**config.mk**
```make
export PLATFORM = sky130hd
export DESIGN_NAME = control_sequencer
export DESIGN_NICKNAME = d
export VERILOG_FILES = /design/src/rtl/control_sequencer.sv
export SDC_FILE = /design/constraint.sdc
export NUM_CORES = 1
export LEC_CHECK = 0
export CAP_MARGIN = 20
export CORE_MARGIN = 2
export CORE_UTILIZATION = 32
export DETAILED_ROUTE_END_ITERATION = 10
export GPL_TIMING_DRIVEN = 0
export PLACE_DENSITY = 0.82
export SYNTH_ARGS = -nofsm -noshare
export SYNTH_HDL_FRONTEND = slang
export SYNTH_SLANG_ARGS = --single-unit
```
**constraint.sdc**
```tcl
create_clock -name clock -period 2.05 [get_ports clock]
set_input_delay 0.41 -clock clock [delete_from_list [all_inputs] [get_ports clock]]
set_output_delay 0.41 -clock clock [all_outputs]
set_load 0.005 [all_outputs]
```
**src/rtl/control_sequencer.sv**
```systemverilog
// Hardwired Mini SRC control unit: three-step fetch, opcode decode, per-class execute states.
// Optional macro CTRL_BRANCH_EN adds the conditional branch (opcode 10010); otherwise it decodes as nop.
module control_sequencer #(
  parameter logic [4:0] ALU_ADD = 5'b00011
) (
  input  logic        clock,
  input  logic        clear,
  input  logic [31:0] ir,
  input  logic        con,
  input  logic        stop,
  output logic        PCout,
  output logic        IncPC,
  output logic        ZLOout,
  output logic        ZHIout,
  output logic        MDRout,
  output logic        Cout,
  output logic        MARin,
  output logic        PCin,
  output logic        MDRin,
  output logic        IRin,
  output logic        Yin,
  output logic        ZLOin,
  output logic        R15in,
  output logic        Gra,
  output logic        Grb,
  output logic        Grc,
  output logic        Rin,
  output logic        Rout,
  output logic        BAout,
  output logic        read,
  output logic        write,
  output logic        RAMenable,
  output logic        conin,
  output logic        OutPortenable,
  output logic        PortInout,
  output logic [4:0]  aluControl,
  output logic        run
);

  typedef enum logic [3:0] {
    S_RESET, S_T0, S_T1, S_T2, S_T3, S_T4, S_T5, S_T6, S_T7, S_HALT
  } state_t;

  typedef enum logic [3:0] {
    C_LD, C_LDI, C_ST, C_ALU, C_IMM, C_BR, C_JAL, C_JR, C_IN, C_OUT, C_HALT, C_NOP
  } op_class_t;

  state_t      state, next_state;
  op_class_t   op_class;
  logic [4:0]  opcode;
  logic [4:0]  imm_alu;
  logic        last_step;

  assign opcode = ir[31:27];

`ifdef CTRL_BRANCH_EN
  logic unused_bits;
  assign unused_bits = ^ir[26:0];
`else
  logic unused_bits;
  assign unused_bits = ^{ir[26:0], con};
`endif

  always_comb begin
    op_class = C_NOP;
    imm_alu  = ALU_ADD;
    case (opcode)
      5'b00000: op_class = C_LD;
      5'b00001: op_class = C_LDI;
      5'b00010: op_class = C_ST;
      5'b00011, 5'b00100, 5'b00101, 5'b00110, 5'b00111,
      5'b01000, 5'b01001, 5'b01010, 5'b01011: op_class = C_ALU;
      5'b01100: begin op_class = C_IMM; imm_alu = 5'b00011; end
      5'b01101: begin op_class = C_IMM; imm_alu = 5'b00101; end
      5'b01110: begin op_class = C_IMM; imm_alu = 5'b00110; end
`ifdef CTRL_BRANCH_EN
      5'b10010: op_class = C_BR;
`endif
      5'b10011: op_class = C_JAL;
      5'b10100: op_class = C_JR;
      5'b10110: op_class = C_IN;
      5'b10111: op_class = C_OUT;
      5'b11011: op_class = C_HALT;
      default:  op_class = C_NOP;
    endcase
  end

  always_ff @(posedge clock) begin
    if (!clear) state <= S_RESET;
    else        state <= next_state;
  end

  always_comb begin
    PCout = 1'b0; IncPC = 1'b0; ZLOout = 1'b0; ZHIout = 1'b0; MDRout = 1'b0; Cout = 1'b0;
    MARin = 1'b0; PCin = 1'b0; MDRin = 1'b0; IRin = 1'b0; Yin = 1'b0; ZLOin = 1'b0; R15in = 1'b0;
    Gra = 1'b0; Grb = 1'b0; Grc = 1'b0; Rin = 1'b0; Rout = 1'b0; BAout = 1'b0;
    read = 1'b0; write = 1'b0; RAMenable = 1'b0;
    conin = 1'b0; OutPortenable = 1'b0; PortInout = 1'b0;
    aluControl = 5'b00000;
    last_step  = 1'b0;
    next_state = state;

    case (state)
      S_RESET: next_state = S_T0;
      S_T0: begin
        PCout = 1'b1; MARin = 1'b1; IncPC = 1'b1; ZLOin = 1'b1;
        next_state = S_T1;
      end
      S_T1: begin
        ZLOout = 1'b1; PCin = 1'b1; read = 1'b1; RAMenable = 1'b1; MDRin = 1'b1;
        next_state = S_T2;
      end
      S_T2: begin
        MDRout = 1'b1; IRin = 1'b1;
        next_state = S_T3;
      end
      S_T3: begin
        next_state = S_T4;
        case (op_class)
          C_LD, C_LDI, C_ST: begin Grb = 1'b1; BAout = 1'b1; Yin = 1'b1; end
          C_ALU, C_IMM:      begin Grb = 1'b1; Rout = 1'b1; Yin = 1'b1; end
          C_BR:              begin Gra = 1'b1; Rout = 1'b1; conin = 1'b1; end
          C_JAL:             begin PCout = 1'b1; R15in = 1'b1; end
          C_JR:  begin Gra = 1'b1; Rout = 1'b1; PCin = 1'b1; last_step = 1'b1; end
          C_IN:  begin PortInout = 1'b1; Gra = 1'b1; Rin = 1'b1; last_step = 1'b1; end
          C_OUT: begin Gra = 1'b1; Rout = 1'b1; OutPortenable = 1'b1; last_step = 1'b1; end
          C_HALT: next_state = S_HALT;
          default: last_step = 1'b1;
        endcase
      end
      S_T4: begin
        next_state = S_T5;
        case (op_class)
          C_LD, C_LDI, C_ST: begin Cout = 1'b1; ZLOin = 1'b1; aluControl = ALU_ADD; end
          C_ALU: begin Grc = 1'b1; Rout = 1'b1; ZLOin = 1'b1; aluControl = opcode; end
          C_IMM: begin Cout = 1'b1; ZLOin = 1'b1; aluControl = imm_alu; end
          C_BR:  begin PCout = 1'b1; Yin = 1'b1; end
          C_JAL: begin Gra = 1'b1; Rout = 1'b1; PCin = 1'b1; last_step = 1'b1; end
          default: last_step = 1'b1;
        endcase
      end
      S_T5: begin
        next_state = S_T6;
        case (op_class)
          C_LD, C_ST: begin ZLOout = 1'b1; MARin = 1'b1; end
          C_LDI, C_ALU, C_IMM: begin ZLOout = 1'b1; Gra = 1'b1; Rin = 1'b1; last_step = 1'b1; end
          C_BR: begin Cout = 1'b1; ZLOin = 1'b1; aluControl = ALU_ADD; end
          default: last_step = 1'b1;
        endcase
      end
      S_T6: begin
        next_state = S_T7;
        case (op_class)
          C_LD: begin read = 1'b1; RAMenable = 1'b1; MDRin = 1'b1; end
          C_ST: begin Gra = 1'b1; Rout = 1'b1; MDRin = 1'b1; end
          // con only matters here; a not-taken branch simply ends with no controls
          C_BR: begin
            ZLOout = con; PCin = con; last_step = 1'b1;
          end
          default: last_step = 1'b1;
        endcase
      end
      S_T7: begin
        last_step = 1'b1;
        case (op_class)
          C_LD: begin MDRout = 1'b1; Gra = 1'b1; Rin = 1'b1; end
          C_ST: begin write = 1'b1; RAMenable = 1'b1; end
          default: ;
        endcase
      end
      S_HALT: next_state = S_HALT;
      default: next_state = S_RESET;
    endcase

    if (last_step) next_state = stop ? S_HALT : S_T0;
    run = (state != S_RESET) && (state != S_HALT);
  end

endmodule

```
# Yosys cells after proc, flatten, opt, wreduce, memory -nomap -nowiden
# Cells that the tools add are included.
[op_classes] n_eq_ne=40 n_reduce_logical=18 n_mux=55
[op_table] cell="one-hot mux 4 bit (10 select lines)" count=2
[op_table] cell="== test 5 x 4 -> 1 bit, second input constant" count=7
[op_table] cell="== test 4 x 3 -> 1 bit, second input constant" count=8
[op_table] cell="two-way mux 1 bit" count=31
[op_table] cell="== test 5 bit, second input constant" count=5
[op_table] cell="== test 4 bit, second input constant" count=5
[op_table] cell="== test 5 x 3 -> 1 bit, second input constant" count=4
[op_table] cell="one-hot mux 1 bit (3 select lines)" count=6
[op_table] cell="== test 4 x 2 -> 1 bit, second input constant" count=4
[op_table] cell="one-hot mux 5 bit (3 select lines)" count=1
[op_table] cell="two-way mux 4 bit" count=3
[op_table] cell="one-hot mux 1 bit (2 select lines)" count=6
[op_table] cell="OR reduction 3 bit" count=4
[op_table] cell="== test 5 x 2 -> 1 bit, second input constant" count=2
[op_table] cell="one-hot mux 1 bit (5 select lines)" count=2
[op_table] cell="one-hot mux 5 bit (2 select lines)" count=1
[op_table] cell="OR reduction 5 bit" count=2
[op_table] cell="OR reduction 9 bit" count=1
[op_table] cell="== test 4 x 1 -> 1 bit, second input constant" count=2
[op_table] cell="zero test 4 bit" count=2
[op_table] cell="OR reduction 4 bit" count=2
[op_table] cell="OR reduction 8 bit" count=1
[op_table] cell="one-hot mux 3 bit (2 select lines)" count=1
[op_table] cell="OR reduction 6 bit" count=1
[op_table] cell="other kinds (9)" count=10
[totals] out_inout_bits=31 regBits=4 wordCells=114

# Depth between registers and ports, before layout
# Gate-level depths: netlist of the first run.
[logic_depth] word_depth=8 mapped_depth=5 depth_no_buf=4

# Worst setup path after synthesis of the first run
# OpenSTA, ideal clock, no wires.
[synth_timing] path_kind="input port to output port" startpoint="in ir[29]" endpoint="out RAMenable" path_slack_ns=0.226 required_ns=1.640 n_path_buf=1 cell_stages=5 t_arrival_ns=1.414 path_cell_list="clkbuf_1 -> or2_1 -> nor4_1 -> a21oi_1 -> o21bai_1"
[synth_via] elab_chain_len=6
[synth_lines] element="start: declaration" line_no="8" rtl="input logic [31:0] ir,"
[synth_lines] element="== test 5 x 2 -> 1 bit (tied with other cells)" line_no="67" rtl="case (opcode)"
[synth_lines] element="OR reduction 9 bit or OR reduction 3 bit (tied branches)"
[synth_lines] element="one-hot mux 4 bit (10 select lines) *" line_no="67"
[synth_lines] element="== test 4 x 2 -> 1 bit or zero test 4 bit (tied branches)" line_no="165, 153"
[synth_lines] element="two-way mux 1 bit, on equally long branches" line_no="165, 153"
[synth_lines] element="one-hot mux 1 bit (3 select lines) *" line_no="103" rtl="case (state)"
[synth_lines] element="end: declaration" line_no="32" rtl="output logic RAMenable,"
# Every way passes the cells marked *; elsewhere a longest branch is shown, timed or not.

# Final worst setup path of the first run
[layout_timing] startpoint="reg state[3]" endpoint="out PCin"
[layout_via] elab_chain_len=2
[layout_lines] element="start: declaration" line_no="48" rtl="state_t state, next_state;"
[layout_lines] element="start signal: assignment" line_no="90" rtl="else state <= next_state;"
[layout_lines] element="== test 4 x 3 -> 1 bit or == test 4 x 2 -> 1 bit (tied branches)" line_no="103"
[layout_lines] element="one-hot mux 1 bit (4 select lines) *" line_no="103"
[layout_lines] element="end: declaration" line_no="18" rtl="output logic PCin,"
# Marks and branches as above.

==> impl_metrics.csv, run 1 <==
group,metric,value,unit
critical_path,slowest_delay,0.48,ns
synthesis,synth_area,802,sq um
critical_path,critPathTopFamily,"simple AND/OR/NAND/NOR gates",
finish,syn_to_final_growth,104,%
detailed_routing,wl,3.90,mm
critical_path,timing.rr.start,"state[0]",
placement,dpl_worst_slack,-1.07,ns
floorplanning,initial_core_util,33.0,%
clocking,hold_buffers,0,
detailed_routing,num_vias,1248,
run,cap_violations,0,
grt,grt_pass1_vias,1072,
placement,dp_hpwl,1.91,mm
critical_path,path_cells,"nor2_4, nand3b_1, or4_4, buf_6, o32ai_2, buf_2",
outcome,violations,"negative setup slack",
floorplanning,die_y,54.1,microns
finish,reg_top3,"state: 4 flops",
sta,max_freq,450,MHz
synthesis,synth_top_flop_cell,"dfxtp_1",
sta,setup_viol,7,
finish,diodes,0,
critical_path,worstPathArrival,1.81,ns
critical_path,start_kind,"register",
clocking,cts.sinks,4,
synthesis,yosysWarningCount,0,
clocking,cts_max_level,1,
synthesis,synth-edff-count,0,
grt,grt_pass1_wl,5.10,mm
sta,whs,0.642,ns
sta,slew_viol_final,0,
synthesis,ys_async_sr_fraction,0,%
critical_path,r2r_end,"state[1]",
detailed_routing,drt-initial-drc-count,46,
placement,placed_area,1190,sq um
critical_path,cp.required,1.64,ns
sta,rsz0062_at_grt,"true",
sta,finalHoldViolations,0,
grt,grt_max_degree,11,
finish,drive_gt1_share,56.3,%
grt,gr-total-overflow,0,
critical_path,cp-endpoint,"PCin",
floorplanning,fp.dieW,54.1,microns
power,ir_worst_vdd,349,uV
grt,antenna_found_initial,0,
critical_path,crit_fanout,3,
clocking,clk_latency,0.23,ns
floorplanning,dieArea,2920,sq um
min_path,holdCritPathClass,"register to register",
detailed_routing,wl_per_cell,18.3,microns
critical_path,worstSetupEndpointType,"output pin",
outcome,status,"complete, but fails checks",
power,power_density,447,nW/um^2
synthesis,ys_seq_area_share,9.98,%
critical_path,worst_setup_path_startpoint,"state[3]",
floorplanning,io-pin-count,67,
power,leakagePower,0.855,nW
critical_path,critPathBufInv,2,
sta,clock_skew,0.00127,ns
critical_path,critPathSlowestCell,"or4_4",
floorplanning,rows,18,
synthesis,ys_types,48,
finish,final_util,67.3,%
critical_path,worst_r2r_path_depth,5,
synthesis,ys_ff_latch,4,
finish,top_register,"state",
finish,finalNetCount,221,
floorplanning,coreArea,2430,sq um
clocking,clk_path_buf_depth,2,
finish,finish.instance_area,1640,sq um
detailed_routing,ant_nets,0,
placement,gp_congestion,0.902,
clocking,cts_root_buf,"clkbuf_4",
clocking,cts_tree,"done",
sta,layout_setup_ws,-0.173,ns
sta,min_period,2.22,ns
finish,largest_reg_flops,4,
synthesis,syn_avg_cell_area,6.85,sq um
detailed_routing,vias_per_cell,5.86,
critical_path,worstSetupPathType,"register to output pin",
critical_path,path_depth,6,
clocking,clkSlewWorstSetupHoldPaths,0.04,ns
detailed_routing,firstDrtPassIters,4,
synthesis,syn-instance-count,117,
clocking,cts_inserted_buffers,3,
detailed_routing,drc_errors,0,
critical_path,r2r_slack,0.38,ns
placement,numPortBuffers,34,
grt,track_usage,24.3,%
sta,fin_crit_sh,108,%
[stage by stage]
step           setup TNS, ns  power (mW)  cells
6_report              -0.469       0.732    213
5_1_grt               -0.736       0.773    213
4_1_cts               -0.810       0.684    204
3_5_place_dp          -18.02       0.492    183
3_3_place_gp          -17.36       0.484    183
2_1_floorplan              0       0.317    119
[per-layer routing]
metal | share of wire, % | GRT usage, % | vias up | routed length (microns)
li1 | - | - | 562 | -
met1 | 36 | 26.6 | 615 | 1420
met2 | 53 | 45.1 | 56 | 2080
met3 | 7.1 | 3.06 | 15 | 277
met4 | 3.2 | 12.5 | 0 | 123
met5 | 0 | 0 | - | 0
[kinds of logic (layout without fill, tap and decap cells)]
logic type      count (synthesis)  in the layout  share of synthesized area, %
flops                           4              4                          9.98
buf+inv                        16             80                          10.3
other cells                     1              3                         0.468
compound gates                 27             27                          25.3
simple gates                   65             65                          49.6
xor+xnor                        4              4                          4.37
[layout make-up]
class | instances | area [sq um]
tap | 30 | 37.5
multi-input combinational | 99 | 853
sequential | 4 | 90.1
clock buffer | 3 | 22.5
fill | 174 | 796
timing repair buffer | 61 | 494
inverter | 4 | 15.0
buffer | 12 | 124
[where the power goes]
| group | switching (mW) | internal, mW | total, mW |
|---|---|---|---|
| clock network | 0.0280 | 0.0652 | 0.0932 |
| registers | 0.0259 | 0.0942 | 0.120 |
| logic | 0.262 | 0.257 | 0.519 |
| total | 0.315 | 0.416 | 0.732 |
[cells in the mapped netlist (3+ instances only)]
cell	count	area, sq um
nor2_1	11	41.3
nand2_1	11	41.3
nor3_1	6	30.0
nand2b_1	3	18.8
nand3b_1	3	22.5
and3_1	8	50.1
inv_1	4	15.0
clkbuf_1	5	18.8
o22ai_1	3	18.8
dfxtp_1	4	80.1
a21oi_1	5	25.0
nor4_1	4	25.0
o21ai_0	3	15.0
buf_4	4	30.0
[how the worst min path moves through the flow]
stage | start | end | slack, ns | cells after the start
after detailed placement | state[3] | state[1] | 0.65 | 2
final | state[3] | state[1] | 0.64 | 2
after floorplan | clear | state[0] | 0.53 | 1
after global routing | state[3] | state[1] | 0.66 | 2
after global placement | state[3] | state[1] | 0.64 | 2
after CTS | state[3] | state[1] | 0.67 | 2
[layout by cell type (no fill, tap or decap), drive strengths merged, types with 2 or more instances in the layout]
cell type,Yosys,final
and2,2,2
nor2b,2,2
o21bai,2,2
nor4,6,6
or3,2,2
nor4b,2,2
o32ai,2,2
nor3,6,6
a21oi,5,5
xor2,2,2
conb,1,3
dlygate4sd2,0,7
clkdlybuf4s50,0,3
clkbuf,5,11
nor3b,2,2
dlymetal6s2s,0,7
o22ai,3,3
dfxtp,4,4
inv,4,4
nand2b,3,3
xnor2,2,2
nand2,11,11
and3,9,9
nor2,12,12
buf,7,48
or2,2,2
o21ai,4,4
a31oi,2,2
nand3b,3,3
[what timing repair did]
action | 4_1_cts | 5_1_grt
setup endpoints to repair | 29 | 20
buffers inserted | 18 | 9
cloned | 0 | 0
resized for setup | 123 | 35
pin swaps | 15 | 10
[worst min-delay path, cell delays in order, from the launching register on]
cell and delay [ns]:
dfxtp_4 0.36, buf_6 0.17, nor4b_2 0.07
Power figures use the tool's default switching activity.
==> inputs of run 2 (changes only) <==
- CORE_UTILIZATION: 32 -> 35
- PLACE_DENSITY: 0.82 -> 0.86
- TNS_END_PERCENT: not set -> 100
- clock period: 2.05 -> 2.77 ns (I/O delays scaled with it)
==> run 2 against run 1 <==
  * The flow now finishes without violations
  * Flip-flop and latch count stayed put
  * Non-clock buffer count is 25 lower
  * Final area is 19% lower
  * Critical path type is now input pin to output pin
==> impl_metrics.csv, run 2 (synthesized netlist as in run 1, its figures left out) <==
group,metric,value,unit
floorplanning,io-pin-count,67,
sta,min_period,2.70,ns
clocking,clk_path_buf_depth,2,
critical_path,timing.rr.start,"state[1]",
sta,max_freq,371,MHz
critical_path,critPathBufInv,2,
grt,gr-total-overflow,0,
grt,grt_pass1_vias,1005,
detailed_routing,num_vias,1063,
finish,drive_gt1_share,25.9,%
floorplanning,die_y,51.9,microns
critical_path,r2r_end,"state[1]",
sta,clock_skew,0.00115,ns
clocking,clkSlewWorstSetupHoldPaths,0.03,ns
finish,final_cell_mix,"25 x clkdlybuf4s50_1, 11 x nor2_1, 10 x nand2_1, 8 x and3_1, 7 x buf_4",
outcome,status,"finished clean",
clocking,hold_buffers,0,
detailed_routing,vias_per_cell,5.72,
critical_path,start_kind,"input pin",
detailed_routing,firstDrtPassIters,4,
min_path,hold_depth,2,
floorplanning,coreArea,2190,sq um
floorplanning,dieArea,2690,sq um
critical_path,crit_fanout,7,
sta,slew_viol_final,0,
finish,reg_top3,"state: 4 flops",
clocking,clk_latency,0.23,ns
critical_path,worstSetupPathType,"input pin to output pin",
detailed_routing,drt-initial-drc-count,24,
clocking,cts_root_buf,"clkbuf_4",
finish,top_register,"state",
placement,place_inst,181,
power,ir_worst_vdd,304,uV
detailed_routing,drc_errors,0,
detailed_routing,wl,2.78,mm
power,leakagePower,0.549,nW
finish,regArea,80.1,sq um
finish,final_common_cell,"clkdlybuf4s50_1",
finish,nFillCells,181,
critical_path,r2r_slack,1.03,ns
grt,grt_pass1_wl,4.28,mm
run,cap_violations,0,
sta,finalHoldViolations,0,
power,power,0.453,mW
min_path,whs_endpoint,"state[1]",
finish,fin_cells,186,
min_path,min_from,"state[3]",
sta,whs,0.674,ns
finish,diodes,0,
power,power_density,343,nW/um^2
placement,gp_congestion,0.880,
critical_path,worstSetupEndpointType,"output pin",
critical_path,slowest_delay,0.61,ns
sta,max_slew_margin,53.2,%
sta,tns,0,ns
finish,finalNetCount,196,
critical_path,critPathTopFamily,"simple AND/OR/NAND/NOR gates",
clocking,cts_max_level,1,
sta,setup_viol,0,
placement,numPortBuffers,34,
detailed_routing,wl_per_cell,14.9,microns
detailed_routing,ant_nets,0,
critical_path,path_cells,"clkdlybuf4s15_2, or4_4, nor3b_2, clkdlybuf4s50_1",
finish,final_util,60.4,%
critical_path,critPathSlowestCell,"or4_4",
finish,syn_to_final_growth,64.9,%
grt,track_usage,20.5,%
floorplanning,initial_core_util,36.6,%
critical_path,worstPathArrival,2.14,ns
finish,largest_reg_flops,4,
critical_path,worst_r2r_path_depth,5,
floorplanning,fp.dieW,51.9,microns
sta,fin_crit_sh,97.4,%
min_path,holdCritPathClass,"register to register",
grt,grt_max_degree,11,
floorplanning,rows,17,
placement,dp_hpwl,1.94,mm
grt,antenna_found_initial,0,
sta,worst_pin_slew,0.697,ns
clocking,cts.sinks,4,
critical_path,cp.required,2.22,ns
clocking,cts_tree,"done",
clocking,cts_inserted_buffers,3,
finish,multi_input_comb_area,727,sq um
-- run 2: cell types whose count changed in the layout (fill, tap and decap cells not counted), sizes merged --
cell           previous run  this run
buf                      48        12
clkbuf                   11         8
dlymetal6s2s              7         1
dlygate4sd2               7         4
clkdlybuf4s15             0         1
clkdlybuf4s50             3        25
-- run 2: final cells by class --
class	count	share of cell area [%]
clock buffer	3	1.70
buffer	12	7.85
tap	28	2.65
inverter	4	1.14
sequential	4	6.05
multi-input combinational	99	55.0
timing repair buffer	36	25.6
-- run 2: through the flow --
stage,instance area (sq um),setup WS [ns]
2_1_floorplan,810,0.658
5_1_grt,1320,-0.0260
4_1_cts,1310,0.0000737
6_report,1320,0.0725
3_5_place_dp,1180,-0.558
3_3_place_gp,1180,-0.553
-- run 2: tightest hold or removal path: cells and delay by family, from the launching register on --
kind | cells | cell delay [ns]
simple gates | 1 | 0.06
flops | 1 | 0.35
buf+inv | 1 | 0.20
-- run 2: report_power, final --
part | internal (mW) | leakage, nW | switching, mW
Clock | 0.0483 | 0.0138 | 0.0210
Combinational | 0.154 | 0.503 | 0.151
Sequential | 0.0675 | 0.0329 | 0.0114
Total | 0.270 | 0.549 | 0.183
-- run 2: worst max path at each step --
stage	from	to	slack (ns)	cells past startpoint
2_1_floorplan	ir[29]	RAMenable	0.66	5
3_3_place_gp	ir[29]	Gra	-0.55	7
3_5_place_dp	ir[29]	RAMenable	-0.56	7
4_1_cts	ir[29]	read	0.00007	7
5_1_grt	state[1]	PortInout	-0.03	5
6_report	ir[30]	PortInout	0.07	4
-- run 2: routing by layer --
| metal | share of wire, % | vias up | GRT usage, % | wire length, microns |
|---|---|---|---|---|
| met2 | 51 | 56 | 35.4 | 1420 |
| li1 | - | 509 | - | - |
| met5 | 0 | - | 0 | 0 |
| met4 | 1.4 | 0 | 8.77 | 38 |
| met3 | 6.2 | 4 | 1.15 | 171 |
| met1 | 41 | 494 | 26.2 | 1150 |
-- run 2: timing repair --
item | CTS | global route
endpoints found under the hold margin | 0 | 0
gates resized for setup | 37 | 12
pin swaps | 5 | 4
setup endpoints to repair | 21 | 7
buffers inserted | 1 | 1
==> inputs of run 3 (changes only) <==
- HOLD_SLACK_MARGIN: not set -> 0.08
==> results of run 3 <==
No change in the layout: final DEF, timing and power equal those of run 2.
